--- config.mk ---
export PLATFORM = sky130hd
export DESIGN_NAME = axi_lite_master_bridge_flat
export DESIGN_NICKNAME = d
export VERILOG_FILES = /design/src/rtl/axi_lite_master_bridge_if.sv /design/src/rtl/axi_lite_master_bridge.sv /design/src/flat_wrapper.sv
export SDC_FILE = /design/constraint.sdc
export NUM_CORES = 1
export LEC_CHECK = 0
export BUFFER_PORTS_ARGS = -buffer_cell sky130_fd_sc_hd__buf_4
export CAP_MARGIN = 20
export CORE_MARGIN = 10
export CORE_UTILIZATION = 30
export DETAILED_ROUTE_END_ITERATION = 10
export HOLD_SLACK_MARGIN = 0.08
export SLEW_MARGIN = 20
export SYNTH_ARGS = -nofsm -noshare
export SYNTH_HDL_FRONTEND = slang
export SYNTH_SLANG_ARGS = --single-unit
--- constraint.sdc ---
create_clock -name ACLK -period 1.82 [get_ports ACLK]
set_input_delay 0.091 -clock ACLK [delete_from_list [all_inputs] [get_ports ACLK]]
set_output_delay 0.091 -clock ACLK [all_outputs]
set_load 0.005 [all_outputs]
--- src/rtl/axi_lite_master_bridge_if.sv ---
// AXI-Lite bus bundle between the command/response bridge and an AXI-Lite slave.
// Carries the five AXI-Lite channels:
//   AW: AWADDR, AWVALID (master->slave), AWREADY (slave->master)
//   W : WDATA, WVALID (master->slave), WREADY (slave->master)
//   B : BRESP, BVALID (slave->master), BREADY (master->slave)
//   AR: ARADDR, ARVALID (master->slave), ARREADY (slave->master)
//   R : RDATA, RRESP, RVALID (slave->master), RREADY (master->slave)
// Modports: master (bridge side), slave (memory side).
interface axi_lite_master_bridge_if #(
  parameter int ADDR_WIDTH = 32,
  parameter int DATA_WIDTH = 32
) ();
  logic [ADDR_WIDTH-1:0] AWADDR;
  logic                  AWVALID;
  logic                  AWREADY;
  logic [DATA_WIDTH-1:0] WDATA;
  logic                  WVALID;
  logic                  WREADY;
  logic [1:0]            BRESP;
  logic                  BVALID;
  logic                  BREADY;
  logic [ADDR_WIDTH-1:0] ARADDR;
  logic                  ARVALID;
  logic                  ARREADY;
  logic [DATA_WIDTH-1:0] RDATA;
  logic [1:0]            RRESP;
  logic                  RVALID;
  logic                  RREADY;

  modport master (
    output AWADDR, AWVALID, input AWREADY,
    output WDATA, WVALID, input WREADY,
    input BRESP, BVALID, output BREADY,
    output ARADDR, ARVALID, input ARREADY,
    input RDATA, RRESP, RVALID, output RREADY
  );

  modport slave (
    input AWADDR, AWVALID, output AWREADY,
    input WDATA, WVALID, output WREADY,
    output BRESP, BVALID, input BREADY,
    input ARADDR, ARVALID, output ARREADY,
    output RDATA, RRESP, RVALID, input RREADY
  );
endinterface

--- src/rtl/axi_lite_master_bridge.sv ---
// Single-outstanding bridge from a simple command/response interface to an
// AXI-Lite master. One command is accepted in IDLE, issued on AW+W or AR,
// its B/R response captured, then presented on the rsp_* port with the
// number of cycles from command accept to the B/R handshake.
// Ports:
//   ACLK, ARESETn        clock (posedge) and asynchronous active-low reset
//   cmd_valid/cmd_ready  command handshake; cmd_write, cmd_addr, cmd_wdata
//   rsp_valid/rsp_ready  response handshake; rsp_write, rsp_rdata,
//                        rsp_resp, rsp_latency (saturating)
//   axi                  AXI-Lite master side of the bus bundle
module axi_lite_master_bridge #(
  parameter int ADDR_WIDTH = 32,
  parameter int DATA_WIDTH = 32,
  parameter int LAT_WIDTH  = 16
) (
  input  logic                  ACLK,
  input  logic                  ARESETn,
  input  logic                  cmd_valid,
  output logic                  cmd_ready,
  input  logic                  cmd_write,
  input  logic [ADDR_WIDTH-1:0] cmd_addr,
  input  logic [DATA_WIDTH-1:0] cmd_wdata,
  output logic                  rsp_valid,
  input  logic                  rsp_ready,
  output logic                  rsp_write,
  output logic [DATA_WIDTH-1:0] rsp_rdata,
  output logic [1:0]            rsp_resp,
  output logic [LAT_WIDTH-1:0]  rsp_latency,
  axi_lite_master_bridge_if.master axi
);

  typedef enum logic [2:0] {
    IDLE    = 3'd0,
    WR_REQ  = 3'd1,
    WR_RESP = 3'd2,
    RD_REQ  = 3'd3,
    RD_RESP = 3'd4,
    RSP     = 3'd5
  } state_t;

  state_t                state_reg, state_next;
  logic [ADDR_WIDTH-1:0] addr_reg;
  logic [DATA_WIDTH-1:0] wdata_reg;
  logic                  write_reg;
  logic                  aw_valid_reg, w_valid_reg, ar_valid_reg;
  logic [DATA_WIDTH-1:0] rdata_reg;
  logic [1:0]            resp_reg;
  logic [LAT_WIDTH-1:0]  lat_reg;

  logic accept, aw_hs, w_hs, ar_hs, b_hs, r_hs, busy;

  assign accept = (state_reg == IDLE) && cmd_valid;
  assign aw_hs  = aw_valid_reg && axi.AWREADY;
  assign w_hs   = w_valid_reg  && axi.WREADY;
  assign ar_hs  = ar_valid_reg && axi.ARREADY;
  // BREADY/RREADY are a pure function of state, so these are the handshakes.
  assign b_hs   = (state_reg == WR_RESP) && axi.BVALID;
  assign r_hs   = (state_reg == RD_RESP) && axi.RVALID;
  assign busy   = (state_reg == WR_REQ) || (state_reg == WR_RESP) ||
                  (state_reg == RD_REQ) || (state_reg == RD_RESP);

  assign axi.AWADDR  = addr_reg;
  assign axi.ARADDR  = addr_reg;
  assign axi.WDATA   = wdata_reg;
  assign axi.AWVALID = aw_valid_reg;
  assign axi.WVALID  = w_valid_reg;
  assign axi.ARVALID = ar_valid_reg;

  assign rsp_write   = write_reg;
  assign rsp_rdata   = rdata_reg;
  assign rsp_resp    = resp_reg;
  assign rsp_latency = lat_reg;

  always_ff @(posedge ACLK or negedge ARESETn) begin
    if (!ARESETn) begin
      state_reg <= IDLE;
    end else begin
      state_reg <= state_next;
    end
  end

  always_comb begin
    state_next = state_reg;
    cmd_ready  = 1'b0;
    rsp_valid  = 1'b0;
    axi.BREADY = 1'b0;
    axi.RREADY = 1'b0;
    case (state_reg)
      IDLE: begin
        cmd_ready = 1'b1;
        if (cmd_valid) begin
          state_next = cmd_write ? WR_REQ : RD_REQ;
        end
      end
      WR_REQ: begin
        // A channel whose VALID is already low has completed earlier.
        if ((!aw_valid_reg || aw_hs) && (!w_valid_reg || w_hs)) begin
          state_next = WR_RESP;
        end
      end
      WR_RESP: begin
        axi.BREADY = 1'b1;
        if (axi.BVALID) begin
          state_next = RSP;
        end
      end
      RD_REQ: begin
        if (ar_hs) begin
          state_next = RD_RESP;
        end
      end
      RD_RESP: begin
        axi.RREADY = 1'b1;
        if (axi.RVALID) begin
          state_next = RSP;
        end
      end
      RSP: begin
        rsp_valid = 1'b1;
        if (rsp_ready) begin
          state_next = IDLE;
        end
      end
      default: state_next = IDLE;
    endcase
  end

  always_ff @(posedge ACLK or negedge ARESETn) begin
    if (!ARESETn) begin
      addr_reg     <= '0;
      wdata_reg    <= '0;
      write_reg    <= 1'b0;
      aw_valid_reg <= 1'b0;
      w_valid_reg  <= 1'b0;
      ar_valid_reg <= 1'b0;
      rdata_reg    <= '0;
      resp_reg     <= 2'b00;
      lat_reg      <= '0;
    end else begin
      if (accept) begin
        addr_reg     <= cmd_addr;
        wdata_reg    <= cmd_wdata;
        write_reg    <= cmd_write;
        aw_valid_reg <= cmd_write;
        w_valid_reg  <= cmd_write;
        ar_valid_reg <= !cmd_write;
        // Cleared on accept, and the accept cycle itself already counts.
        lat_reg      <= LAT_WIDTH'(1);
      end else begin
        if (aw_hs) aw_valid_reg <= 1'b0;
        if (w_hs)  w_valid_reg  <= 1'b0;
        if (ar_hs) ar_valid_reg <= 1'b0;
        if (busy && (lat_reg != {LAT_WIDTH{1'b1}})) begin
          lat_reg <= lat_reg + LAT_WIDTH'(1);
        end
      end
      if (b_hs) begin
        resp_reg  <= axi.BRESP;
        rdata_reg <= '0;
      end
      if (r_hs) begin
        resp_reg  <= axi.RRESP;
        rdata_reg <= axi.RDATA;
      end
    end
  end

endmodule

--- src/flat_wrapper.sv ---
// flat-port wrapper written by rule: the top's interface ports become plain ports
module axi_lite_master_bridge_flat 
#(
  parameter int ADDR_WIDTH = 32,
  parameter int DATA_WIDTH = 32,
  parameter int LAT_WIDTH  = 16
)
  (ACLK, ARESETn, cmd_valid, cmd_ready, cmd_write, cmd_addr, cmd_wdata, rsp_valid, rsp_ready, rsp_write, rsp_rdata, rsp_resp, rsp_latency, axi_AWADDR, axi_AWVALID, axi_AWREADY, axi_WDATA, axi_WVALID, axi_WREADY, axi_BRESP, axi_BVALID, axi_BREADY, axi_ARADDR, axi_ARVALID, axi_ARREADY, axi_RDATA, axi_RRESP, axi_RVALID, axi_RREADY);
  axi_lite_master_bridge_if #(.ADDR_WIDTH(ADDR_WIDTH), .DATA_WIDTH(DATA_WIDTH)) axi_i ();
  input  logic ACLK;
  input  logic ARESETn;
  input  logic cmd_valid;
  output logic cmd_ready;
  input  logic cmd_write;
  input  logic [ADDR_WIDTH-1:0] cmd_addr;
  input  logic [DATA_WIDTH-1:0] cmd_wdata;
  output logic rsp_valid;
  input  logic rsp_ready;
  output logic rsp_write;
  output logic [DATA_WIDTH-1:0] rsp_rdata;
  output logic [1:0] rsp_resp;
  output logic [LAT_WIDTH-1:0] rsp_latency;
  output wire logic [$bits(axi_i.AWADDR)-1:0] axi_AWADDR;
  output wire logic [$bits(axi_i.AWVALID)-1:0] axi_AWVALID;
  input wire logic [$bits(axi_i.AWREADY)-1:0] axi_AWREADY;
  output wire logic [$bits(axi_i.WDATA)-1:0] axi_WDATA;
  output wire logic [$bits(axi_i.WVALID)-1:0] axi_WVALID;
  input wire logic [$bits(axi_i.WREADY)-1:0] axi_WREADY;
  input wire logic [$bits(axi_i.BRESP)-1:0] axi_BRESP;
  input wire logic [$bits(axi_i.BVALID)-1:0] axi_BVALID;
  output wire logic [$bits(axi_i.BREADY)-1:0] axi_BREADY;
  output wire logic [$bits(axi_i.ARADDR)-1:0] axi_ARADDR;
  output wire logic [$bits(axi_i.ARVALID)-1:0] axi_ARVALID;
  input wire logic [$bits(axi_i.ARREADY)-1:0] axi_ARREADY;
  input wire logic [$bits(axi_i.RDATA)-1:0] axi_RDATA;
  input wire logic [$bits(axi_i.RRESP)-1:0] axi_RRESP;
  input wire logic [$bits(axi_i.RVALID)-1:0] axi_RVALID;
  output wire logic [$bits(axi_i.RREADY)-1:0] axi_RREADY;
  assign axi_AWADDR = axi_i.AWADDR;
  assign axi_AWVALID = axi_i.AWVALID;
  assign axi_i.AWREADY = axi_AWREADY;
  assign axi_WDATA = axi_i.WDATA;
  assign axi_WVALID = axi_i.WVALID;
  assign axi_i.WREADY = axi_WREADY;
  assign axi_i.BRESP = axi_BRESP;
  assign axi_i.BVALID = axi_BVALID;
  assign axi_BREADY = axi_i.BREADY;
  assign axi_ARADDR = axi_i.ARADDR;
  assign axi_ARVALID = axi_i.ARVALID;
  assign axi_i.ARREADY = axi_ARREADY;
  assign axi_i.RDATA = axi_RDATA;
  assign axi_i.RRESP = axi_RRESP;
  assign axi_i.RVALID = axi_RVALID;
  assign axi_RREADY = axi_i.RREADY;
  axi_lite_master_bridge #(.ADDR_WIDTH(ADDR_WIDTH), .DATA_WIDTH(DATA_WIDTH), .LAT_WIDTH(LAT_WIDTH)) u_core (.ACLK(ACLK), .ARESETn(ARESETn), .cmd_valid(cmd_valid), .cmd_ready(cmd_ready), .cmd_write(cmd_write), .cmd_addr(cmd_addr), .cmd_wdata(cmd_wdata), .rsp_valid(rsp_valid), .rsp_ready(rsp_ready), .rsp_write(rsp_write), .rsp_rdata(rsp_rdata), .rsp_resp(rsp_resp), .rsp_latency(rsp_latency), .axi(axi_i));
endmodule
After elaboration in Yosys (flattened, before gate mapping). Cells that the tools add are included.

Bits in registers: 121. Bits in read-only memories: 0. Input port bits: 110. Logic and storage cells: 70. Memory bits (writable): 0. Memories kept: 0. Bits in latches: 0.

Reduce and logical (&&, ||, !) cells: 23. Div/mod/pow operators: 0. Add/sub/neg operators: 1. $lt $le $gt $ge: 0. Bitwise logic cells: 0. Shifts and indexed selects: 0. Equality and inequality tests: 12. Multiplexer cells: 24. Multiply operators: 0.

Operator list (number): 32-bit 2-to-1 mux (2); 16-bit 2-to-1 mux (2); 3-bit 2-to-1 mux (6); 3-bit case mux with 6 select lines (1); 16-bit by 1-bit adder with 16-bit output (second input constant) (1); 16-bit inequality test (second input constant) (1); 1-bit 2-to-1 mux (10); 2-bit inequality test (second input constant) (5); 2-bit nonzero test (5); 1-bit logical AND (8); 3-bit by 2-bit == test with 1-bit output (second input constant) (2); 3-bit == test (second input constant) (2); 2-bit 2-to-1 mux (3); 6-bit AND reduction (1); 1-bit logical OR (5); 3-bit by 1-bit == test with 1-bit output (second input constant) (1); 1-bit logical NOT (3); 3-bit logical NOT (1); 2-bit by 1-bit inequality test with 1-bit output (second input constant) (1).

Logic depth before layout (Yosys ltp).
Depth after elaboration: 7. Gate-level depth with buffers: 7.

Worst setup path before layout. Ideal clock, no wire load.

Path type: reg-to-reg. From: register u_core.lat_reg[0], in the netlist u_core.rsp_latency[0]. To: register u_core.lat_reg[0], in the netlist u_core.rsp_latency[0]. Arrival: 1.580 ns. Setup time: 0.125 ns. Buffers on the path: 1. Cell stages (with the launch flop): 7. Slack: 0.115 ns. Data required time: 1.695 ns. Path through: dfrtp_1 > ha_1 > nand3_1 > nor4_4 > buf_4 > o21ai_2 > mux2_2.

Cells in the longest elaborated chain, start to end: 3. Elaborated cells on any way between the ends: 6. Those cells by class: add/sub (1); eq/ne (1); mux (2); reduce/logical (2).

Ends and longest elaborated chain: from (decl) (RTL line axi_lite_master_bridge.sv:48) `logic [LAT_WIDTH-1:0] lat_reg;`; from (signal assigned) (RTL line axi_lite_master_bridge.sv:154) `lat_reg <= lat_reg + LAT_WIDTH'(1);`; 16-bit by 1-bit adder with 16-bit output / 16-bit inequality test (equally long branches) (RTL line axi_lite_master_bridge.sv:154, axi_lite_master_bridge.sv:153); 16-bit 2-to-1 mux / 1-bit logical AND (equally long branches) (RTL line axi_lite_master_bridge.sv:153) `if (busy && (lat_reg != {LAT_WIDTH{1'b1}})) begin`; 16-bit 2-to-1 mux / 2-bit nonzero test (equally long branches).

Several ways; a longest one is shown, not always the timed one. The select of a mux whose other input is x is not followed. A chain may end at the register's enable or synchronous reset.

Final worst setup path.
From: register u_core.lat_reg[0], in the netlist u_core.rsp_latency[0]. To: register u_core.lat_reg[11], in the netlist u_core.rsp_latency[11].

The elaborated chain is that of the path after synthesis.

==> results.json <==
{
  "netlist_instances": 598,
  "place_area_um2": 7520,
  "routed-via-count": 5357,
  "maxSlewViolCount": 0,
  "cp-start-kind": "flip-flop",
  "ant_nets": 0,
  "synth-edff-count": 0,
  "end_kind": "flip-flop",
  "syn_to_final_growth_pct": 70.7,
  "start_util_pct": 30.8,
  "fin_crit_ns": 1.70,
  "fmax_mhz": 587,
  "cts_tree": "yes",
  "postLayoutCellArea_um2": 9170,
  "layout_common_cells": "buf_4, nand2_1, dfrtp_1, dlygate4sd3_1, nand3_1",
  "gp_congestion": 0.810,
  "clk_pin_slew_worst_paths_ns": 0.05,
  "setup_viol_count_final": 0,
  "wire_per_inst_um": 16.5,
  "syn_area_um2": 5370,
  "drive_above_1_share_pct": 35.1,
  "drcViolationCount": 0,
  "synth_top_cell_by_area": "dfrtp_1",
  "die_y_um": 154,
  "place_inst": 1052,
  "tightest_slew_ns": 0.673,
  "clk_latency_ns": 0.41,
  "finalCritPeriodShare_pct": 93.7,
  "async_flop_share_pct": 100,
  "cts_buffer_depth": 2,
  "worstPathMaxFanout": 6,
  "fin_skew_ns": 0.00971,
  "nNetsFinal": 1065,
  "grt.total_usage_pct": 16.2,
  "synth_seq_cells": 121,
  "ys_seq_area_share_pct": 56.4,
  "design.die.area_um2": 23700,
  "avgViaCountPerCell": 4.49,
  "crit_type": "flip-flop to flip-flop",
  "cts.sink_count": 121,
  "h-tree-depth": 4,
  "antenna_found_initial": 2,
  "holdCritPathClass": "input port to flip-flop",
  "cts_made_buffers": 17,
  "drt_first_pass_iters": 4,
  "synth_top_area_share_pct": 56.4,
  "grt_max_degree": 121,
  "syn_nets": 709,
  "worstPathArrival_ns": 2.00,
  "synthTopCellsByArea": "dfrtp_1, nand2_1, buf_4",
  "p_leak_nw": 4.83,
  "fp.dieW_um": 154,
  "ir_drop_mv": 0.699,
  "hold_viol": 0,
  "pwr_density_cell_nw_per_um2": 1470,
  "grt_pass1_vias": 5645,
  "fin_cells": 1192,
  "cts_root_buf": "clkbuf_16",
  "slew_headroom_pct": 55.1,
  "grt_pass1_wl_mm": 31.2,
  "ys_warn_count": 0,
  "worstPathRequired_ns": 2.12,
  "ys.flop_type": "dfrtp_1",
  "num_rows": 48,
  "final_common_cell": "buf_4",
  "drtIter0Drc": 262,
  "dp_hpwl_mm": 13.6,
  "wl_mm": 19.7,
  "coreArea_um2": 17400,
  "ys_types": 44,
  "rsz0062_at_grt": "no",
  "cap_violations": 0,
  "io_buffers": 263,
  "status": "complete, no violations",
  "avgSynthCellArea_um2": 8.98,
  "grt_overflow": 0,
  "io_pins": 264
}
[cells in the mapped netlist (2+ instances only)]
cell,instances
o311ai_0,3
and3_1,3
mux2_2,3
nand3_1,44
nor2_1,3
and2_1,2
nor3b_1,2
nor2b_1,4
a31o_2,4
inv_1,6
nor4_1,6
clkbuf_1,17
nand2_1,277
or4_1,4
buf_2,14
dfrtp_1,121
o31ai_1,7
buf_4,33
nand4_1,4
o211ai_1,2
mux2i_1,5
nand2b_1,9
a22oi_1,2
a211oi_1,3
[per-layer routing]
metal,part of all wire (%),vias to the layer above,global-route usage [%]
met5,0,-,0
met3,9.3,25,7.36
li1,-,2622,-
met4,1.8,0,5.58
met1,42,2503,18.8
met2,47,207,26.0
[critical path, cell delays in order, from the launching register on]
cell,delay (ns)
dfrtp_1,0.34
ha_1,0.17
nand3_1,0.19
nor4_4,0.42
buf_4,0.21
a211oi_1,0.05
a31o_2,0.21
[cells by family after synthesis]
logic type | count (synthesis) | share of synthesized area (%)
AOI/OAI and AO/OA | 29 | 4.26
xor gates and xnor gates | 2 | 0.466
adders and majority gates | 1 | 0.233
buffers and inverters | 70 | 7.52
DFF | 121 | 56.4
muxes | 8 | 1.56
and+or+nand+nor | 367 | 29.6
[where the power goes]
part	internal, mW	switching, mW	total, mW
registers	3.77	0.784	4.56
logic	3.07	2.72	5.79
clock network	1.96	1.16	3.12
total	8.80	4.66	13.5
[path summary, 6_finish.rpt]
kind | from | endpoint | slack (ns) | depth (start not counted)
setup / recovery | u_core.rsp_latency[0] | u_core.rsp_latency[11] | 0.12 | 6
hold / removal | cmd_valid | u_core.axi.WDATA[31] | 0.16 | 4
setup reg to reg | u_core.rsp_latency[0] | u_core.rsp_latency[11] | 0.12 | 6
hold reg to reg | u_core.axi.WDATA[14] | u_core.axi.WDATA[14] | 0.47 | 2
max in group asynchronous | ARESETn | u_core.state_reg[0] | 0.98 | 3
min in group asynchronous | ARESETn | u_core.axi.ARADDR[1] | 0.33 | 3
[timing repair]
action | 4_1_cts | 5_1_grt
setup endpoints to repair | 46 | 0
gates resized for setup | 2 | 0
hold buffers | 108 | 0
endpoints found under the hold margin | 224 | 0
buffers inserted | 0 | 0
[through the flow]
step | setup TNS [ns] | power [mW] | util (%) | worst slack (ns) | hold slack, ns
after floorplan | 0 | 7.08 | - | 0.115 | -0.205
after global placement | 0 | 10.1 | 43.2 | 0.0431 | -0.117
after detailed placement | -0.919 | 10.2 | 43.2 | -0.0521 | -0.116
after CTS | 0 | 13.6 | 52.6 | 0.0861 | 0.148
after global routing | 0 | 14.5 | 52.6 | 0.0149 | 0.190
final | 0 | 13.5 | 52.6 | 0.115 | 0.161
[layout make-up]
class / count / area, µm²
fillers: 1576 / 8250
repair buffers: 401 / 3330
well taps: 225 / 282
clock inverters: 8 / 72.6
flip-flops and latches: 121 / 3030
diodes: 2 / 5.00
multi-input cells: 407 / 1950
inverters: 6 / 22.5
clock buffers: 22 / 474
(Power assumes the default switching activity.)
